File: src/rtl/btn_pkg.sv
// Shared constants for the direction-button front end.
// Covers bit positions, the default button count and the debounce window.
package btn_pkg;

    localparam int BTN_L = 0;
    localparam int BTN_R = 1;
    localparam int BTN_U = 2;
    localparam int BTN_D = 3;
    localparam int BTN_C = 4;

    localparam int NBTN_DEFAULT   = 5;
    localparam int DEB_10MS_40MHZ = 400000;

endpackage

File: src/rtl/btn_conditioner_if.sv
// Button bundle between the pins and the control core.
// The slave side is the conditioner; the master side drives the raw pins.
interface btn_conditioner_if
    import btn_pkg::*;
#(
    parameter int NBTN = NBTN_DEFAULT
);
    logic [NBTN-1:0] btn_raw;
    logic [NBTN-1:0] btn_lvl;
    logic [NBTN-1:0] btn_dn;
    logic [NBTN-1:0] btn_up;
    logic            any_dn;

    modport master (
        output btn_raw,
        input  btn_lvl,
        input  btn_dn,
        input  btn_up,
        input  any_dn
    );

    modport slave (
        input  btn_raw,
        output btn_lvl,
        output btn_dn,
        output btn_up,
        output any_dn
    );
endinterface

File: src/rtl/btn_conditioner_debounce_bit.sv
// One button: two-flop synchroniser, consecutive-cycle debounce counter,
// stable level and one-cycle press/release strobes.
module debounce_bit
    import btn_pkg::*;
#(
    parameter int DEB_CYCLES = DEB_10MS_40MHZ
) (
    input  logic clk,
    input  logic rst,
    input  logic din,
    output logic lvl,
    output logic dn,
    output logic up,
    output logic dn_next
);
    localparam int CW = $clog2(DEB_CYCLES);

    logic          s1;
    logic          s2;
    logic [CW-1:0] cnt;
    logic          flip;
    logic          up_next;

    // The flip happens on the edge where the disagreement has lasted
    // DEB_CYCLES counted cycles; the counter clears there and never wraps.
    assign flip    = (s2 != lvl) && (cnt == CW'(DEB_CYCLES - 1));
    assign dn_next = flip && s2;
    assign up_next = flip && !s2;

    // NOTE: every flop, synchroniser included, is reset so a mid-count reset
    // cannot leave a stale count or half-synchronised value behind.
    always_ff @(posedge clk or negedge rst) begin
        if (!rst) begin
            s1  <= 1'b0;
            s2  <= 1'b0;
            cnt <= '0;
            lvl <= 1'b0;
            dn  <= 1'b0;
            up  <= 1'b0;
        end else begin
            // NOTE: non-blocking assignments let s2 take the old s1, forming
            // a true two-stage synchroniser regardless of statement order.
            s1 <= din;
            s2 <= s1;
            dn <= dn_next;
            up <= up_next;
            if (s2 == lvl) begin
                cnt <= '0;
            end else if (flip) begin
                lvl <= s2;
                cnt <= '0;
            end else begin
                cnt <= cnt + CW'(1);
            end
        end
    end
endmodule

File: src/rtl/btn_conditioner.sv
// Debounces all direction buttons into clean levels and edge strobes
// for the control core; one debounce_bit per button.
module btn_conditioner
    import btn_pkg::*;
#(
    parameter int NBTN           = NBTN_DEFAULT,
    parameter int DEB_CYCLES     = DEB_10MS_40MHZ,
    parameter bit RAW_ACTIVE_LOW = 1'b0
) (
    input  logic               clk,
    input  logic               rst,
    btn_conditioner_if.slave   io
);
    logic [NBTN-1:0] pin;
    logic [NBTN-1:0] lvl;
    logic [NBTN-1:0] dn;
    logic [NBTN-1:0] up;
    logic [NBTN-1:0] dn_next;
    logic            any_dn;

    assign pin = io.btn_raw ^ {NBTN{RAW_ACTIVE_LOW}};

    for (genvar i = 0; i < NBTN; i++) begin : g_btn
        debounce_bit #(
            .DEB_CYCLES (DEB_CYCLES)
        ) u_deb (
            .clk     (clk),
            .rst     (rst),
            .din     (pin[i]),
            .lvl     (lvl[i]),
            .dn      (dn[i]),
            .up      (up[i]),
            .dn_next (dn_next[i])
        );
    end

    // Built from the pre-register strobes so any_dn rises on the same edge as btn_dn.
    always_ff @(posedge clk or negedge rst) begin
        if (!rst) begin
            any_dn <= 1'b0;
        end else begin
            any_dn <= |dn_next;
        end
    end

    assign io.btn_lvl = lvl;
    assign io.btn_dn  = dn;
    assign io.btn_up  = up;
    assign io.any_dn  = any_dn;
endmodule
File: src/flat_wrapper.sv
// flat-port wrapper written by rule: the top's interface ports become plain ports
module btn_conditioner_flat import btn_pkg::*;
#(
    parameter int NBTN           = NBTN_DEFAULT,
    parameter int DEB_CYCLES     = DEB_10MS_40MHZ,
    parameter bit RAW_ACTIVE_LOW = 1'b0
)
  (clk, rst, io_btn_raw, io_btn_lvl, io_btn_dn, io_btn_up, io_any_dn);
  btn_conditioner_if #(.NBTN(NBTN)) io_i ();
  input  logic clk;
  input  logic rst;
  input wire logic [$bits(io_i.btn_raw)-1:0] io_btn_raw;
  output wire logic [$bits(io_i.btn_lvl)-1:0] io_btn_lvl;
  output wire logic [$bits(io_i.btn_dn)-1:0] io_btn_dn;
  output wire logic [$bits(io_i.btn_up)-1:0] io_btn_up;
  output wire logic [$bits(io_i.any_dn)-1:0] io_any_dn;
  assign io_i.btn_raw = io_btn_raw;
  assign io_btn_lvl = io_i.btn_lvl;
  assign io_btn_dn = io_i.btn_dn;
  assign io_btn_up = io_i.btn_up;
  assign io_any_dn = io_i.any_dn;
  btn_conditioner #(.NBTN(NBTN), .DEB_CYCLES(DEB_CYCLES), .RAW_ACTIVE_LOW(RAW_ACTIVE_LOW)) u_core (.clk(clk), .rst(rst), .io(io_i));
endmodule
File: config.mk
export PLATFORM = sky130hd
export DESIGN_NAME = btn_conditioner_flat
export DESIGN_NICKNAME = d
export VERILOG_FILES = /design/src/rtl/btn_pkg.sv /design/src/rtl/btn_conditioner_if.sv /design/src/rtl/btn_conditioner_debounce_bit.sv /design/src/rtl/btn_conditioner.sv /design/src/flat_wrapper.sv
export SDC_FILE = /design/constraint.sdc
export NUM_CORES = 1
export LEC_CHECK = 0
export CAP_MARGIN = 15
export CORE_MARGIN = 2
export CORE_UTILIZATION = 43
export DETAILED_ROUTE_END_ITERATION = 12
export SLEW_MARGIN = 30
export SYNTH_ARGS = -nofsm -noshare
export SYNTH_HDL_FRONTEND = slang
export SYNTH_SLANG_ARGS = --single-unit
File: constraint.sdc
create_clock -name clk -period 2 [get_ports clk]
set_clock_uncertainty 0.1 [all_clocks]
set_input_delay 0.2 -clock clk [delete_from_list [all_inputs] [get_ports clk]]
set_output_delay 0.2 -clock clk [all_outputs]
set_load 0.01 [all_outputs]
==> results of run 1 <==
## path summary, 6_finish.rpt
check | to | slack [ps]
setup / recovery | u_core.g_btn[0].u_deb.cnt[18] | 80
hold / removal | u_core.g_btn[2].u_deb.s1 | 120
setup reg to reg | u_core.g_btn[0].u_deb.cnt[18] | 80
hold reg to reg | u_core.g_btn[4].u_deb.s2 | 240
max in group asynchronous | u_core.g_btn[1].u_deb.cnt[6] | 1040
min in group asynchronous | u_core.g_btn[0].u_deb.cnt[16] | 150
## timing repair
| action | 4_1_cts | 5_1_grt |
|---|---|---|
| hold buffers | 1 | 0 |
| pin swaps | 0 | 2 |
| setup endpoints to repair | 2 | 23 |
| resized for setup | 1 | 8 |
| endpoints found under the hold margin | 57 | 0 |
## through the flow
stage | cells | cell area [µm²] | TNS (ps)
after floorplan | 565 | 5787 | 0
after global placement | 776 | 6402 | 0
after detailed placement | 776 | 6402 | -6.880
after CTS | 809 | 7069 | 0
after global routing | 809 | 7108 | 0
final | 809 | 7108 | 0
## flip-flops by register name, summed over array words and instances, names as in the netlist
name                    cells
u_core.g_btn.u_deb.cnt     95
u_core.g_btn.u_deb.dn       5
u_core.g_btn.u_deb.s1       5
u_core.g_btn.u_deb.s2       5
u_core.g_btn.u_deb.lvl      5
u_core.io.any_dn            1
u_core.g_btn.u_deb.up       5
## cell usage in the layout (no fill, tap or decap), types with 5 or more instances in the layout
master	instances
a21oi_1	17
xor2_1	19
or4_1	5
xnor2_1	54
nor2_1	92
clkdlybuf4s50_1	21
and3_1	10
nand3_1	33
nor4_1	17
nor4b_1	5
and4_1	8
nand2_1	26
o21ai_0	12
clkbuf_16	17
clkbuf_8	6
or3_1	9
buf_12	5
buf_4	37
nand4_1	21
inv_1	16
nor3_1	17
dfrtp_1	121
## power by group through the flow
| stage | clock network (mW) | registers (mW) | logic [mW] |
|---|---|---|---|
| final | 3.32 | 2.52 | 0.191 |
| after detailed placement | 0 | 2.56 | 0.194 |
| after floorplan | 0 | 2.55 | 0.0801 |
| after CTS | 3.40 | 2.52 | 0.197 |
| after global routing | 3.50 | 2.52 | 0.220 |
| after global placement | 0 | 2.56 | 0.189 |
## area by class of cell
class                      instances  area (µm²)
clock inverter                     6       132.6
timing repair buffer              64       598.1
sequential                       121        3028
fill                            1161        6082
multi-input combinational        400        2550
tap                              176       220.2
inverter                          16       60.06
clock buffer                      26       519.2
## layer usage
layer  vias up  track usage, %  part of all wire (%)
li1       2089               -                     -
met1      2088           22.65                    48
met2        61           26.46                    46
met3        19           4.848                   3.8
met4         0           8.603                   2.2
met5         -               0                     0
## kinds of logic after synthesis
| group | after synthesis |
|---|---|
| adders and majority gates | 5 |
| xor gates and xnor gates | 73 |
| buffers and inverters | 44 |
| muxes | 2 |
| DFF | 121 |
| and+or+nand+nor | 276 |
| AOI/OAI and AO/OA | 44 |
==> results.py, run 1 <==
metrics = {
    "floorplanning": {
        "rows": 42,
        "die_h_um": 120.0,
        "start_util_pct": 43.87,
        "die_area_um2": 14400,
        "fp.dieW_um": 120.0,
        "io-pin-count": 23,
        "core_um2": 13190,
    },
    "yosys": {
        "syn_inst": 565,
        "yosys.area_share.simple_pct": 26.10,
        "syn_area_um2": 5787,
        "synth_mux_area_share_pct": 0.3892,
        "yosys_register_bits": 121,
        "synth_top_family_by_area": "simple AND/OR/NAND/NOR gates",
        "synth_most_common_cell": "dfrtp_1",
        "synth_compound_area_share_pct": 4.692,
        "synth-async-reset-ratio_pct": 100.0,
        "synth_top_area_cell": "dfrtp_1",
        "synth_top_area_share_pct": 52.32,
        "synth_xor_area_share_pct": 11.05,
        "synth.area.top_cells": "dfrtp_1 (52%), xnor2_1 (8.2%), nor2_1 (6.0%), nand3_1 (2.9%), xor2_1 (2.9%)",
        "yosysSeqAreaShare_pct": 52.32,
        "avgSynthCellArea_um2": 10.24,
        "synth_cell_type_count": 47,
        "synth-main-ff-cell": "dfrtp_1",
        "synthTopCellsByCount": "dfrtp_1 (121), nor2_1 (92), xnor2_1 (54)",
        "synth_fa_ha_area_share_pct": 1.081,
        "synth_edf_count": 0,
        "ys_warn_count": 0,
        "synth_fp_nets": 577,
    },
    "worst_setup_path": {
        "critical_path.top_delay_family": "simple AND/OR/NAND/NOR gates",
        "worst-path-stages": 5,
        "rr_startpoint": "u_core.g_btn[0].u_deb.cnt[0]",
        "worst-setup-path-type": "reg2reg",
        "r2r.worst_path.cells": 5,
        "cp_max_fo": 4,
        "critPathBufInv": 0,
        "cp-start-kind": "register",
        "cp_slowest_stage_delay_ps": 470,
        "worstPathArrival_ps": 2160,
        "startpoint": "u_core.g_btn[0].u_deb.cnt[0]",
        "worst_path_max_delay_cell": "or4_1",
        "path_cells": "ha_1 -> nand3_1 -> or3_4 -> or4_1 -> a21oi_1",
        "crit_required_ps": 2240,
        "cp-end-kind": "register",
    },
    "placement": {
        "place_ws_ps": -3.596,
        "port_buffers": 22,
        "gp_congestion": 0.8173,
        "hpwlAfterDp_um": 7809,
    },
    "timing": {
        "fin_ws_ps": 81.27,
        "slew_headroom_pct": 60.96,
        "setup_viol": 0,
        "post-route-period-util_pct": 95.94,
        "worst_pin_slew_ps": 580.2,
        "slew_violations": 0,
        "rsz0062_at_grt": "false",
        "hold_viol_final": 0,
        "timing.hold.ws_ps": 118.2,
        "period_needed_ps": 1919,
        "fmax_mhz": 521.2,
    },
    "drt": {
        "postRouteAntennaNets": 0,
        "drcViolationCount": 0,
        "routed_wl_um": 11150,
        "num_vias": 4257,
        "wl_per_cell_um": 13.78,
        "dr.pass1.iters": 4,
        "vias_per_cell": 5.262,
        "drt_iter0_markers": 278,
    },
    "power": {
        "seq_power_share_pct": 41.8,
        "combPwrFrac_pct": 3.2,
        "netSwitchingFraction_pct": 19.64,
        "power_mw": 6.031,
        "switchingPower_mw": 1.185,
        "p_per_area_nw_per_um2": 848.5,
        "irDropWorstVdd_v": 0.0006543,
        "leakagePower_nw": 2.915,
        "clkPwrFrac_pct": 55.0,
        "p_int_mw": 4.846,
    },
    "cts": {
        "insertion_delay_ps": 420,
        "clock-root-buffer": "clkbuf_16",
        "cts_buffer_depth": 2,
        "clkSlewWorstSetupHoldPaths_ps": 50,
        "cts_tree": "done",
        "cts_setup_buffers": 0,
        "htree_levels": 4,
        "cts_inserted_buffers": 17,
        "clock_sink_count": 121,
    },
    "grt": {
        "globalRouteTotalUtil_pct": 17.33,
        "overflow": 0,
        "grt_start_max_net_pins": 46,
        "grt_pass1_wl_um": 19770,
        "antenna_found_initial": 0,
        "grt_pass1_vias": 4271,
    },
    "worst_hold_path": {
        "hp-class": "in2reg",
        "hold_start": "io_btn_raw[2]",
        "holdPathStages": 1,
    },
    "layout": {
        "antenna_cells": 0,
        "synthToLayoutAreaGrowth_pct": 22.83,
        "nNetsFinal": 632,
        "postLayoutCoreUtil_pct": 53.89,
        "drive_above_1_share_pct": 15.32,
    },
    "run_status": {
        "status": "complete, no violations",
    },
    "flow_run": {
        "max-cap-violations": 0,
    },
}
Power figures use the tool's default switching activity.
==> run 2, diff against run 1 <==
--- a/config.mk
+++ b/config.mk
@@ -6,6 +6,7 @@
 export NUM_CORES = 1
 export LEC_CHECK = 0
 export CAP_MARGIN = 15
+export CORE_ASPECT_RATIO = 0.7
 export CORE_MARGIN = 2
 export CORE_UTILIZATION = 43
 export DETAILED_ROUTE_END_ITERATION = 12
==> run 2 against run 1 <==
Effect of this change:
- register-to-register slack barely moved
- critical endpoint is now u_core.g_btn[4].u_deb.lvl
- largest power group unchanged
- via count rose by 0.63%
- cell count down 0.87%
- combinational power is 6% higher
- first-iteration DRC count is 14% higher
- worst setup slack worse by 8.9 ps
- critical path type unchanged
- utilization down 0.50 points
==> results.py, run 2 (synthesis results as in run 1) <==
metrics = {
    "timing": {
        "fin_ws_ps": 72.34,
        "fmax_mhz": 518.8,
        "post-route-period-util_pct": 96.38,
        "rsz0062_at_grt": "false",
        "setup_viol": 0,
        "slew_violations": 0,
        "timing.hold.ws_ps": 126.1,
        "slew_headroom_pct": 66.03,
        "hold_viol_final": 0,
        "tns_ps": 0,
        "worst_pin_slew_ps": 504.9,
        "period_needed_ps": 1928,
    },
    "drt": {
        "wl_per_cell_um": 14.98,
        "drt_iter0_markers": 316,
        "num_vias": 4284,
        "drcViolationCount": 0,
        "m1WireLength_um": 6100,
        "dr.pass1.iters": 5,
        "postRouteAntennaNets": 0,
        "wl_met2_um": 5386,
        "top_layer": "met4",
        "wl_met3_um": 430,
        "routed_wl_um": 12010,
        "vias_per_cell": 5.342,
    },
    "placement": {
        "port_buffers": 22,
        "placed_cells": 768,
        "place_ws_ps": 14.29,
        "placed_cell_area_um2": 6380,
        "hpwlAfterDp_um": 8310,
        "gp_congestion": 0.7919,
    },
    "worst_setup_path": {
        "worstPathArrival_ps": 2120,
        "r2r_slack_ps": 70,
        "worst-setup-path-type": "reg2reg",
        "cp_max_fo": 4,
        "cp-end-kind": "register",
        "r2r.worst_path.cells": 5,
        "r2r-end": "u_core.g_btn[4].u_deb.lvl",
        "rr_startpoint": "u_core.g_btn[4].u_deb.cnt[0]",
        "cp-start-kind": "register",
        "crit_required_ps": 2190,
    },
    "grt": {
        "globalRouteTotalUtil_pct": 18.28,
        "antenna_found_initial": 0,
        "grt_pass1_wl_um": 20550,
        "grt_start_max_net_pins": 46,
        "grt_pass1_vias": 4153,
        "overflow": 0,
    },
    "floorplanning": {
        "io-pin-count": 23,
        "start_util_pct": 44.05,
        "die_area_um2": 14420,
        "fp.dieW_um": 142.7,
        "die_h_um": 101.1,
        "rows": 35,
        "core_um2": 13140,
    },
    "cts": {
        "clkSlewWorstSetupHoldPaths_ps": 60,
        "cts_buffer_depth": 2,
        "insertion_delay_ps": 410,
        "clock-root-buffer": "clkbuf_16",
        "cts_tree": "done",
        "htree_levels": 4,
        "clock_sink_count": 121,
        "cts_inserted_buffers": 17,
    },
    "power": {
        "p_per_area_nw_per_um2": 798.6,
        "leakagePower_nw": 2.865,
        "irDropWorstVdd_v": 0.0005489,
        "power_mw": 5.601,
    },
    "layout": {
        "final_common_cell": "dfrtp_1",
        "final_cell_area_um2": 7014,
        "largest_reg_flops": 95,
        "antenna_cells": 0,
        "synthToLayoutAreaGrowth_pct": 21.21,
        "regMostFlops": "u_core.g_btn.u_deb.cnt",
        "postLayoutCoreUtil_pct": 53.39,
        "drive_above_1_share_pct": 16.35,
        "fin_cells": 802,
        "final_cell_mix": "dfrtp_1 (120), nor2_1 (92), xnor2_1 (54), buf_4 (42), nand3_1 (33)",
        "nNetsFinal": 635,
    },
    "worst_hold_path": {
        "hp-class": "in2reg",
        "holdPathStages": 1,
        "holdPathEnd": "u_core.g_btn[0].u_deb.s1",
        "hold_start": "io_btn_raw[0]",
    },
    "run_status": {
        "status": "complete, no violations",
    },
    "flow_run": {
        "max-cap-violations": 0,
    },
}
-- run 2: cell types whose count changed in the layout (fill, tap and decap cells not counted), moves of 3 or more --
cell        previous run  this run
clkinvlp_4             1         5
clkbuf_8               6         1
clkinv_4               0         4
clkbuf_1               3         0
bufinv_16              4         1
buf_4                 37        42
-- run 2: worst max-delay path, stage by stage, from the launching register on --
cell and delay [ps]:
dfrtp_1 350, ha_1 170, nand3_1 120, or4b_4 600, nor2_1 130, mux2_2 340
-- run 2: cell type report --
class | instances | area, µm²
Clock buffer | 18 | 439.2
Tap cell | 166 | 207.7
Fill cell | 1146 | 6123
Sequential cell | 121 | 3029
Clock inverter | 14 | 126.4
Inverter | 16 | 60.06
Timing Repair Buffer | 67 | 595.6
Multi-Input combinational cell | 400 | 2556
-- run 2: power by group --
part           switching (mW)  internal (mW)  leakage, nW
clock                    1.14           1.74        0.264
sequential             0.0330           2.48         1.65
combinational           0.118         0.0833        0.947
-- run 2: worst max-delay path by stage --
stage | from | depth (start not counted) | end | slack, ps
6_report | u_core.g_btn[4].u_deb.cnt[0] | 5 | u_core.g_btn[4].u_deb.lvl | 70
5_1_grt | u_core.g_btn[4].u_deb.cnt[1] | 5 | u_core.g_btn[4].u_deb.lvl | 1
4_1_cts | u_core.g_btn[4].u_deb.cnt[0] | 5 | u_core.g_btn[4].u_deb.lvl | 9
3_5_place_dp | u_core.g_btn[4].u_deb.cnt[0] | 5 | u_core.g_btn[4].u_deb.lvl | 10
3_3_place_gp | u_core.g_btn[4].u_deb.cnt[0] | 5 | u_core.g_btn[4].u_deb.lvl | 50
2_1_floorplan | u_core.g_btn[4].u_deb.cnt[0] | 6 | u_core.g_btn[4].u_deb.lvl | 20
-- run 2: repair_timing --
item                                    in CTS  in global routing
hold endpoints to repair                    25                  0
buffers inserted                             0                  1
resized for setup                            0                 11
endpoints found under the setup margin       0                 25
hold buffers                                 1                  0
-- run 2: layer usage --
metal	GRT usage (%)	up-vias
met4	5.941	0
met5	0	-
met1	26.56	2109
met2	27.11	76
li1	-	2089
met3	4.276	10
